===== src/rtl/alu_op_sequencer_if.sv =====
// ---------------------------------------------------------------------------
// alu_op_sequencer_if
//   Bundles the sequencer's program-ROM fetch bus, ALU control/flag signals
//   and its start/busy/done status into one interface.
//
//   Signals:
//     start        begin execution at address 0 (sampled only while idle)
//     ins_addr     ROM address (ROM answers on ins_data one cycle later)
//     ins_data     16-bit instruction word: [15:11] opcode, [PC_W-1:0] target
//     alu_control  5-bit ALU control code, 0 when not issuing
//     alu_z        ALU zero flag, delayed by the ALU pipeline depth
//     result_we    one-cycle writeback strobe in the ALU issue cycle
//     busy         high whenever the sequencer is not idle
//     done         one-cycle pulse when a HALT retires
//     step         (only with SEQ_STEP_EN) single-step permission for fetch
//
//   Modports:
//     master  the sequencer itself
//     slave   the environment (ROM, ALU, controller)
//
//   Optional feature macro: SEQ_STEP_EN adds the step signal.
// ---------------------------------------------------------------------------
interface alu_op_sequencer_if #(
    parameter int PC_W = 8
);
    logic            start;
    logic [PC_W-1:0] ins_addr;
    logic [15:0]     ins_data;
    logic [4:0]      alu_control;
    logic            alu_z;
    logic            result_we;
    logic            busy;
    logic            done;
`ifdef SEQ_STEP_EN
    logic            step;
`endif

    modport master (
`ifdef SEQ_STEP_EN
        input  step,
`endif
        input  start,
        input  ins_data,
        input  alu_z,
        output ins_addr,
        output alu_control,
        output result_we,
        output busy,
        output done
    );

    modport slave (
`ifdef SEQ_STEP_EN
        output step,
`endif
        output start,
        output ins_data,
        output alu_z,
        input  ins_addr,
        input  alu_control,
        input  result_we,
        input  busy,
        input  done
    );
endinterface


===== src/rtl/alu_op_sequencer.sv =====
// ---------------------------------------------------------------------------
// alu_op_sequencer
//   Issuing end of the ALU control interface. Fetches 16-bit instructions
//   from a synchronous ROM, issues ALU ops for exactly one cycle with a
//   writeback strobe, and resolves branch-on-zero against the ALU zero flag
//   that comes back Z_LAT cycles after the issue cycle.
//
//   Parameters:
//     PC_W   program counter / ROM address width (must match the interface)
//     Z_LAT  cycles from the issue cycle to the matching alu_z
//
//   Ports:
//     clk    system clock, everything on posedge
//     rst    synchronous active-high reset
//     bus    alu_op_sequencer_if.master (ROM bus, ALU control, status)
//
//   Opcodes ([15:11]): 00001..01011 and 11100 are ALU ops, 11111 BZ,
//   11110 JMP, 11101 HALT, everything else is a NOP.
//
//   Optional feature macro: SEQ_STEP_EN -- FETCH waits for bus.step=1,
//   giving one instruction per step pulse. Without it FETCH always advances.
// ---------------------------------------------------------------------------
module alu_op_sequencer #(
    parameter int PC_W  = 8,
    parameter int Z_LAT = 5
) (
    input  logic clk,
    input  logic rst,
    alu_op_sequencer_if.master bus
);
    localparam int AGE_W = $clog2(Z_LAT + 1);
    localparam logic [AGE_W-1:0] AGE_MAX = AGE_W'(Z_LAT);
    localparam logic [AGE_W-1:0] AGE_ARM = AGE_W'(Z_LAT - 1);

    localparam logic [4:0] OP_BZ   = 5'b11111;
    localparam logic [4:0] OP_JMP  = 5'b11110;
    localparam logic [4:0] OP_HALT = 5'b11101;

    typedef enum logic [2:0] {
        S_IDLE,
        S_FETCH,
        S_DECODE,
        S_EXEC,
        S_ZWAIT,
        S_DONE
    } state_t;

    state_t          state_reg;
    logic [PC_W-1:0] pc_reg;
    logic [PC_W-1:0] ins_addr_reg;
    logic [PC_W-1:0] target_reg;
    logic [4:0]      alu_control_reg;
    logic            result_we_reg;
    logic            busy_reg;
    logic            done_reg;
    logic [AGE_W-1:0] age_reg;
    logic            zflag_reg;
    logic            zvalid_reg;

    logic [4:0]      opcode;
    logic [PC_W-1:0] ins_target;
    logic [PC_W-1:0] pc_inc;
    logic            fetch_go;

    function automatic logic is_alu_op(input logic [4:0] op);
        return ((op >= 5'b00001) && (op <= 5'b01011)) || (op == 5'b11100);
    endfunction

    assign opcode     = bus.ins_data[15:11];
    assign ins_target = bus.ins_data[PC_W-1:0];
    // Natural PC_W-bit overflow gives the required wrap to 0.
    assign pc_inc     = pc_reg + PC_W'(1);

`ifdef SEQ_STEP_EN
    assign fetch_go = bus.step;
`else
    assign fetch_go = 1'b1;
`endif

    // Instruction bits between the target field and the opcode carry no
    // meaning for narrow program counters.
    generate
        if (PC_W < 11) begin : g_unused_bits
            logic unused_ins_bits;
            assign unused_ins_bits = ^bus.ins_data[10:PC_W];
        end
    endgenerate

    always_ff @(posedge clk) begin
        if (rst) begin
            state_reg       <= S_IDLE;
            pc_reg          <= '0;
            ins_addr_reg    <= '0;
            target_reg      <= '0;
            alu_control_reg <= '0;
            result_we_reg   <= 1'b0;
            busy_reg        <= 1'b0;
            done_reg        <= 1'b0;
            age_reg         <= AGE_MAX;
            zflag_reg       <= 1'b0;
            zvalid_reg      <= 1'b1;
        end else begin
            // Pulsed outputs default low; the issue/halt paths raise them.
            alu_control_reg <= '0;
            result_we_reg   <= 1'b0;
            done_reg        <= 1'b0;

            // Zero-flag tracking: age counts edges since the last issue and
            // the flag of that op is captured when it reaches the ALU output.
            if (age_reg != AGE_MAX) begin
                age_reg <= age_reg + AGE_W'(1);
                if (age_reg == AGE_ARM) begin
                    zflag_reg  <= bus.alu_z;
                    zvalid_reg <= 1'b1;
                end
            end

            case (state_reg)
                S_IDLE: begin
                    if (bus.start) begin
                        pc_reg       <= '0;
                        ins_addr_reg <= '0;
                        busy_reg     <= 1'b1;
                        state_reg    <= S_FETCH;
                    end
                end

                // ins_addr is loaded together with pc on every transition
                // into FETCH, so the ROM already sees it during this cycle
                // and ins_data is valid in DECODE.
                S_FETCH: begin
                    ins_addr_reg <= pc_reg;
                    if (fetch_go) begin
                        state_reg <= S_DECODE;
                    end
                end

                S_DECODE: begin
                    target_reg <= ins_target;
                    if (is_alu_op(opcode)) begin
                        alu_control_reg <= opcode;
                        result_we_reg   <= 1'b1;
                        state_reg       <= S_EXEC;
                    end else if (opcode == OP_BZ) begin
                        state_reg <= S_ZWAIT;
                    end else if (opcode == OP_JMP) begin
                        pc_reg       <= ins_target;
                        ins_addr_reg <= ins_target;
                        state_reg    <= S_FETCH;
                    end else if (opcode == OP_HALT) begin
                        done_reg  <= 1'b1;
                        state_reg <= S_DONE;
                    end else begin
                        pc_reg       <= pc_inc;
                        ins_addr_reg <= pc_inc;
                        state_reg    <= S_FETCH;
                    end
                end

                // Issue cycle: re-arm tracking so the last issue always wins
                // (overrides any capture of an older op on this same edge).
                S_EXEC: begin
                    age_reg      <= '0;
                    zvalid_reg   <= 1'b0;
                    pc_reg       <= pc_inc;
                    ins_addr_reg <= pc_inc;
                    state_reg    <= S_FETCH;
                end

                S_ZWAIT: begin
                    if (zvalid_reg) begin
                        pc_reg       <= zflag_reg ? target_reg : pc_inc;
                        ins_addr_reg <= zflag_reg ? target_reg : pc_inc;
                        state_reg    <= S_FETCH;
                    end
                end

                S_DONE: begin
                    busy_reg  <= 1'b0;
                    state_reg <= S_IDLE;
                end

                default: begin
                    busy_reg  <= 1'b0;
                    state_reg <= S_IDLE;
                end
            endcase
        end
    end

    assign bus.ins_addr    = ins_addr_reg;
    assign bus.alu_control = alu_control_reg;
    assign bus.result_we   = result_we_reg;
    assign bus.busy        = busy_reg;
    assign bus.done        = done_reg;

endmodule

===== src/flat_wrapper.sv =====
// flat-port wrapper written by rule: the top's interface ports become plain ports
module alu_op_sequencer_flat 
#(
    parameter int PC_W  = 8,
    parameter int Z_LAT = 5
)
  (clk, rst, bus_start, bus_ins_data, bus_alu_z, bus_ins_addr, bus_alu_control, bus_result_we, bus_busy, bus_done);
  alu_op_sequencer_if #(.PC_W(PC_W)) bus_i ();
  input  logic clk;
  input  logic rst;
  input wire logic [$bits(bus_i.start)-1:0] bus_start;
  input wire logic [$bits(bus_i.ins_data)-1:0] bus_ins_data;
  input wire logic [$bits(bus_i.alu_z)-1:0] bus_alu_z;
  output wire logic [$bits(bus_i.ins_addr)-1:0] bus_ins_addr;
  output wire logic [$bits(bus_i.alu_control)-1:0] bus_alu_control;
  output wire logic [$bits(bus_i.result_we)-1:0] bus_result_we;
  output wire logic [$bits(bus_i.busy)-1:0] bus_busy;
  output wire logic [$bits(bus_i.done)-1:0] bus_done;
  assign bus_i.start = bus_start;
  assign bus_i.ins_data = bus_ins_data;
  assign bus_i.alu_z = bus_alu_z;
  assign bus_ins_addr = bus_i.ins_addr;
  assign bus_alu_control = bus_i.alu_control;
  assign bus_result_we = bus_i.result_we;
  assign bus_busy = bus_i.busy;
  assign bus_done = bus_i.done;
  alu_op_sequencer #(.PC_W(PC_W), .Z_LAT(Z_LAT)) u_core (.clk(clk), .rst(rst), .bus(bus_i));
endmodule

===== config.mk =====
export PLATFORM = sky130hd
export DESIGN_NAME = alu_op_sequencer_flat
export DESIGN_NICKNAME = d
export VERILOG_FILES = /design/src/rtl/alu_op_sequencer_if.sv /design/src/rtl/alu_op_sequencer.sv /design/src/flat_wrapper.sv
export SDC_FILE = /design/constraint.sdc
export NUM_CORES = 1
export LEC_CHECK = 0
export ABC_AREA = 1
export CORE_AREA = 2 2 82 84
export CTS_CLUSTER_SIZE = 8
export DETAILED_ROUTE_END_ITERATION = 8
export DIE_AREA = 0 0 84 86
export PLACE_DENSITY = 0.63
export SLEW_MARGIN = 20
export SYNTH_ARGS = -nofsm -noshare
export SYNTH_HDL_FRONTEND = slang
export SYNTH_SLANG_ARGS = --single-unit

===== constraint.sdc =====
create_clock -name clk -period 2.8 [get_ports clk]
set_input_delay 0.56 -clock clk [delete_from_list [all_inputs] [get_ports clk]]
set_output_delay 0.56 -clock clk [all_outputs]
set_load 0.02 [all_outputs]

# ---- Yosys cells after proc, flatten, opt, wreduce, memory -nomap -nowiden
# Cells that the tools add are included.
dict set report totals {
  ff_bits 40
  inputBits 20
  out_inout_bits 16
  wordCells 77
}
dict set report classes {
  addsub 2
  order_cmp 2
  eq_ne 15
  mux 25
  bitwise 3
  reduce_logical 18
}
# cell n
set op_table {}
lappend op_table {{two-way mux 8 bit} 7}
lappend op_table {{one-hot mux 8 bit (5 select lines)} 1}
lappend op_table {{one-hot mux 8 bit (4 select lines)} 1}
lappend op_table {{two-way mux 3 bit} 8}
lappend op_table {{== test 5 bit (second input constant)} 4}
lappend op_table {{one-hot mux 3 bit (5 select lines)} 1}
lappend op_table {{AND reduction 6 bit} 2}
lappend op_table {{adder 8 x 1 -> 8 bit (second input constant)} 1}
lappend op_table {{AND reduction 2 bit} 4}
lappend op_table {{== test 3 x 2 -> 1 bit (second input constant)} 2}
lappend op_table {{== test 3 bit (second input constant)} 2}
lappend op_table {{two-way mux 1 bit} 6}
lappend op_table {{inequality test 2 bit (second input constant)} 3}
lappend op_table {{>= comparator 5 x 1 -> 1 bit (second input constant)} 1}
lappend op_table {{<= comparator 5 x 4 -> 1 bit (second input constant)} 1}
lappend op_table {{nonzero test 5 bit} 1}
lappend op_table {{OR reduction 5 bit} 1}
lappend op_table {{nonzero test 2 bit} 2}
lappend op_table {{nonzero test 4 bit} 1}
lappend op_table {{OR reduction 2 bit} 2}
lappend op_table {{OR reduction 4 bit} 1}
lappend op_table {{adder 3 x 1 -> 3 bit (second input constant)} 1}
lappend op_table {{== test 3 x 1 -> 1 bit (second input constant)} 1}
lappend op_table {{logical NOT 3 bit} 1}
lappend op_table {{other kinds (8)} 10}

# ---- Longest topological paths before layout
dict set report logic_depth {
  ltp_word 6
  depth_mapped 11
}

# ---- Worst setup path after synthesis
# Ideal clock, no wire load.
dict set report synth_timing {
  path_type {input-to-reg}
  from {input port bus_ins_data[15]}
  to {register u_core.ins_addr_reg[5] (netlist: u_core.bus.ins_addr[5])}
  setup_ns 0.070
  arrival_time_ns 1.493
  t_required_ns 2.730
  setup_slack_ns 1.236
  cell_stages 10
  cell_sequence {inv_1 nor2_2 nand2_1 nor2_1 nand2_1 nand2_2 inv_1 nand2_2 nand2_1 a21oi_1}
}
dict set report synth_between {
  elab_chain_len 5
}
# item line_no
set synth_rtl {}
lappend synth_rtl {{start: declaration} flat_wrapper.sv:12} ;# input wire logic [$bits(bus_i.ins_data)-1:0] bus_ins_data;
lappend synth_rtl {{>= comparator 5 x 1 -> 1 bit (tied with other cells)} alu_op_sequencer.sv:66} ;# return ((op >= 5'b00001) && (op <= 5'b01011)) || (op == 5'b11100);
lappend synth_rtl {{logical AND 1 bit or two-way mux 8 bit (tied branches)} {alu_op_sequencer.sv:66, alu_op_sequencer.sv:146}}
lappend synth_rtl {{logical OR 1 bit or two-way mux 8 bit (tied branches)} {alu_op_sequencer.sv:66, alu_op_sequencer.sv:144}}
lappend synth_rtl {{inequality test 2 bit (no line) or two-way mux 8 bit (tied branches)} n/a}
lappend synth_rtl {{AND reduction 6 bit (no line) or one-hot mux 8 bit (5 select lines) (tied branches)} n/a}
lappend synth_rtl {{end signal: assignment} alu_op_sequencer.sv:132} ;# ins_addr_reg <= pc_reg;
lappend synth_rtl {{end signal: assignment} alu_op_sequencer.sv:148} ;# ins_addr_reg <= ins_target;
lappend synth_rtl {{end signal: assignment} alu_op_sequencer.sv:155} ;# ins_addr_reg <= pc_inc;
lappend synth_rtl {{end: declaration} alu_op_sequencer.sv:50} ;# logic [PC_W-1:0] ins_addr_reg;
# Parallel ways exist; a longest one is shown, timed or not. The select of a mux whose other input is x is not followed.
# A chain may end at the register's enable or synchronous reset.

# ---- Final worst setup path
dict set report layout_timing {
  from {input port bus_ins_data[13]}
  to {register u_core.ins_addr_reg[4] (netlist: u_core.bus.ins_addr[4])}
}
# Same word-level chain as after synthesis.

==> impl_metrics.yaml <==
clock_tree:
  tritoncts: "built"
  htree_num_levels: 2
  cts_sinks: 40
  cts_resized: 0
  clockBufferDepth: 2
  clk_pin_slew_ns: 0.08
  cts_hold_buf: 0
  cts_buffers: 5
  cts_root_buffer: "clkbuf_8"
  clock_latency_ns: 0.29
  cts_setup_buffers: 0
layout:
  nFillCells: 672
  drive_gt1_share_pct: 7.297
  area_growth_pct: 23.44
  nets: 393
  final_cells: 447
  n_antenna_cell: 0
power:
  power_w: 0.001423
  vdd_ir_drop_max_mv: 0.2698
  leakage_nw: 1.205
  powerDensity_nw_per_um2: 530.7
yosys:
  yosysWarnings: 0
  synth_top_area_share_pct: 36.87
  synth_area_leaders: "dfxtp_1, nand2_1, nand3_1, a21oi_1, inv_1"
  syn_avg_cell_area_um2: 6.465
  synth_fp_nets: 360
  yosysSeqAreaShare_pct: 36.87
  synthCells: 336
  syn_area_um2: 2172
  yosys.area.top_type: "dfxtp_1"
  ys_seq_elements: 40
  synth_cell_types: 26
critical_path:
  crit_path_cell_trace: "clkdlybuf4s50_1 -> nand2_1 -> nor2_2 -> nand2_1 -> or2_2 -> nand3_1 -> nand3_1 -> nand2_1 -> a21oi_1"
  start_kind: "primary input"
  cp_top_family: "simple AND/OR/NAND/NOR gates"
  worst_path_most_repeated_cell: "nand2_1"
  worst-path-buf-inv: 1
  arrival_ns: 2.41
  critPathMaxFanout: 13
  end_kind: "flop"
  critPathKind: "in2reg"
  cp.required_ns: 2.97
  slowest_delay_ns: 0.52
  slowest_stage: "clkdlybuf4s50_1"
placed_design:
  portBuffers: 32
  dpl.cell_count: 439
  gp_congestion: 0.8391
  place_hpwl_um: 3961
global_route:
  grt_max_degree: 26
  grt_pass1_vias: 2048
  antenna_found_initial: 0
  grt_pass1_wl_um: 9584
  grt.overflow.total: 0
  grt_usage_pct: 16.20
timing:
  tightest_slew_ns: 0.8130
  clock_skew_ns: 0.005098
  setup_tns_ns: 0
  fin_crit_ns: 2.240
  whs_ns: 0.4608
  relSlewSlack_pct: 45.50
  max_freq_mhz: 446.5
  rsz0062_at_grt: "no"
  maxSlewViolCount: 0
  hold_violations: 0
  setup_viol: 0
  period_share_pct: 79.99
floorplan:
  initial_core_util_pct: 34.60
  die_width_um: 84
  fp.dieArea_um2: 7224
  core_um2: 6277
  chipHeight_um: 86
  rows: 29
  ioPinCount: 36
status:
  status: "complete, no violations"
routing:
  num_vias: 2166
  drt_iter0_markers: 111
  routed_wl_um: 5482
  drc_errors: 0
  avgRoutedWirePerCell_um: 12.26
  postRouteAntennaNets: 0
  drt_first_pass_iters: 4
  viasPerCell: 4.846
job:
  cap_viol_max_count: 0
hold_path:
  min_path_type: "reg2reg"
==> cells in the mapped netlist, drive strengths merged <==
library cell	n
clkbuf	5
inv	39
buf	3
nand3	39
or2	3
nor2	31
nand3b	2
o21ai	15
clkinv	2
ha	4
o211ai	3
o21bai	2
a21oi	33
xor2	2
nand2	105
nor3	8
dfxtp	40
==> power breakdown <==
group,total [W],internal (W),switching (W)
sequential,0.000639,0.000607,0.0000326
clock,0.000474,0.000264,0.000210
combinational,0.000310,0.000109,0.000202
total,0.00142,0.000979,0.000444
==> metrics by stage <==
stage,utilization [%],worst slack [ns],area [um^2]
floorplan,-,1.236,2172
global placement,40.94,0.2886,2570
detailed placement,40.94,0.2715,2570
CTS,42.71,0.5807,2681
global route,42.71,0.3885,2681
finish,42.71,0.5603,2681
==> kinds of logic after synthesis <==
family | count (synthesis) | share of synthesized area [%]
compound gates | 53 | 12.79
xor+xnor | 2 | 0.8066
fa+ha+maj | 4 | 2.304
buf+inv | 49 | 8.641
flops | 40 | 36.87
simple gates | 188 | 38.59
==> final cells by class <==
cell class	count	area (um^2)	area share, %
timing repair buffer	34	335.3	12.51
multi-input combinational	247	1184	44.14
clock inverter	3	42.54	1.587
sequential	40	800.8	29.86
tap	77	96.34	3.593
clock buffer	5	68.82	2.566
inverter	41	153.9	5.740
==> layout by cell type (no fill, tap or decap), drive strengths merged, types with 3 or more instances in the layout <==
| cell type | synthesis | routed |
|---|---|---|
| dfxtp | 40 | 40 |
| o211ai | 3 | 3 |
| inv | 39 | 39 |
| o21ai | 15 | 15 |
| nor2 | 31 | 31 |
| or2 | 3 | 3 |
| clkbuf | 5 | 5 |
| a21oi | 33 | 33 |
| clkinv | 2 | 3 |
| clkdlybuf4s50 | 0 | 32 |
| nand2 | 105 | 105 |
| nor3 | 8 | 8 |
| ha | 4 | 4 |
| nand3 | 39 | 39 |
==> metal layers <==
layer  vias to the layer above  GRT usage, %  share of wire, %
li1                       1140             -                 -
met1                       967         21.01                46
met2                        49         27.42                47
met3                        10         3.176               5.0
met4                         0         4.839               2.0
met5                         -             0                 0
==> path summary, 6_finish.rpt <==
check,startpoint,to,slack (ns),depth (start not counted)
min,u_core.target_reg[0]$_SDFFE_PP0P_,u_core.target_reg[0]$_SDFFE_PP0P_,0.46,2
min reg2reg,u_core.target_reg[0]$_SDFFE_PP0P_,u_core.target_reg[0]$_SDFFE_PP0P_,0.46,2
max reg2reg,u_core.state_reg[1]$_SDFFE_PP0P_,u_core.bus.ins_addr[4]$_SDFFE_PP0P_,1.02,8
max,bus_ins_data[13],u_core.bus.ins_addr[4]$_SDFFE_PP0P_,0.56,9
==> worst register-to-register path, stage by stage, from the launching register on <==
cell and delay, ns:
dfxtp_1 0.46, inv_2 0.09, nor3_4 0.34, nand2_1 0.19, nand2_2 0.16, inv_1 0.07, nand2_2 0.19, nand2_1 0.08
a21oi_1 0.14
Note: power is estimated with default switching activity, not from simulation.
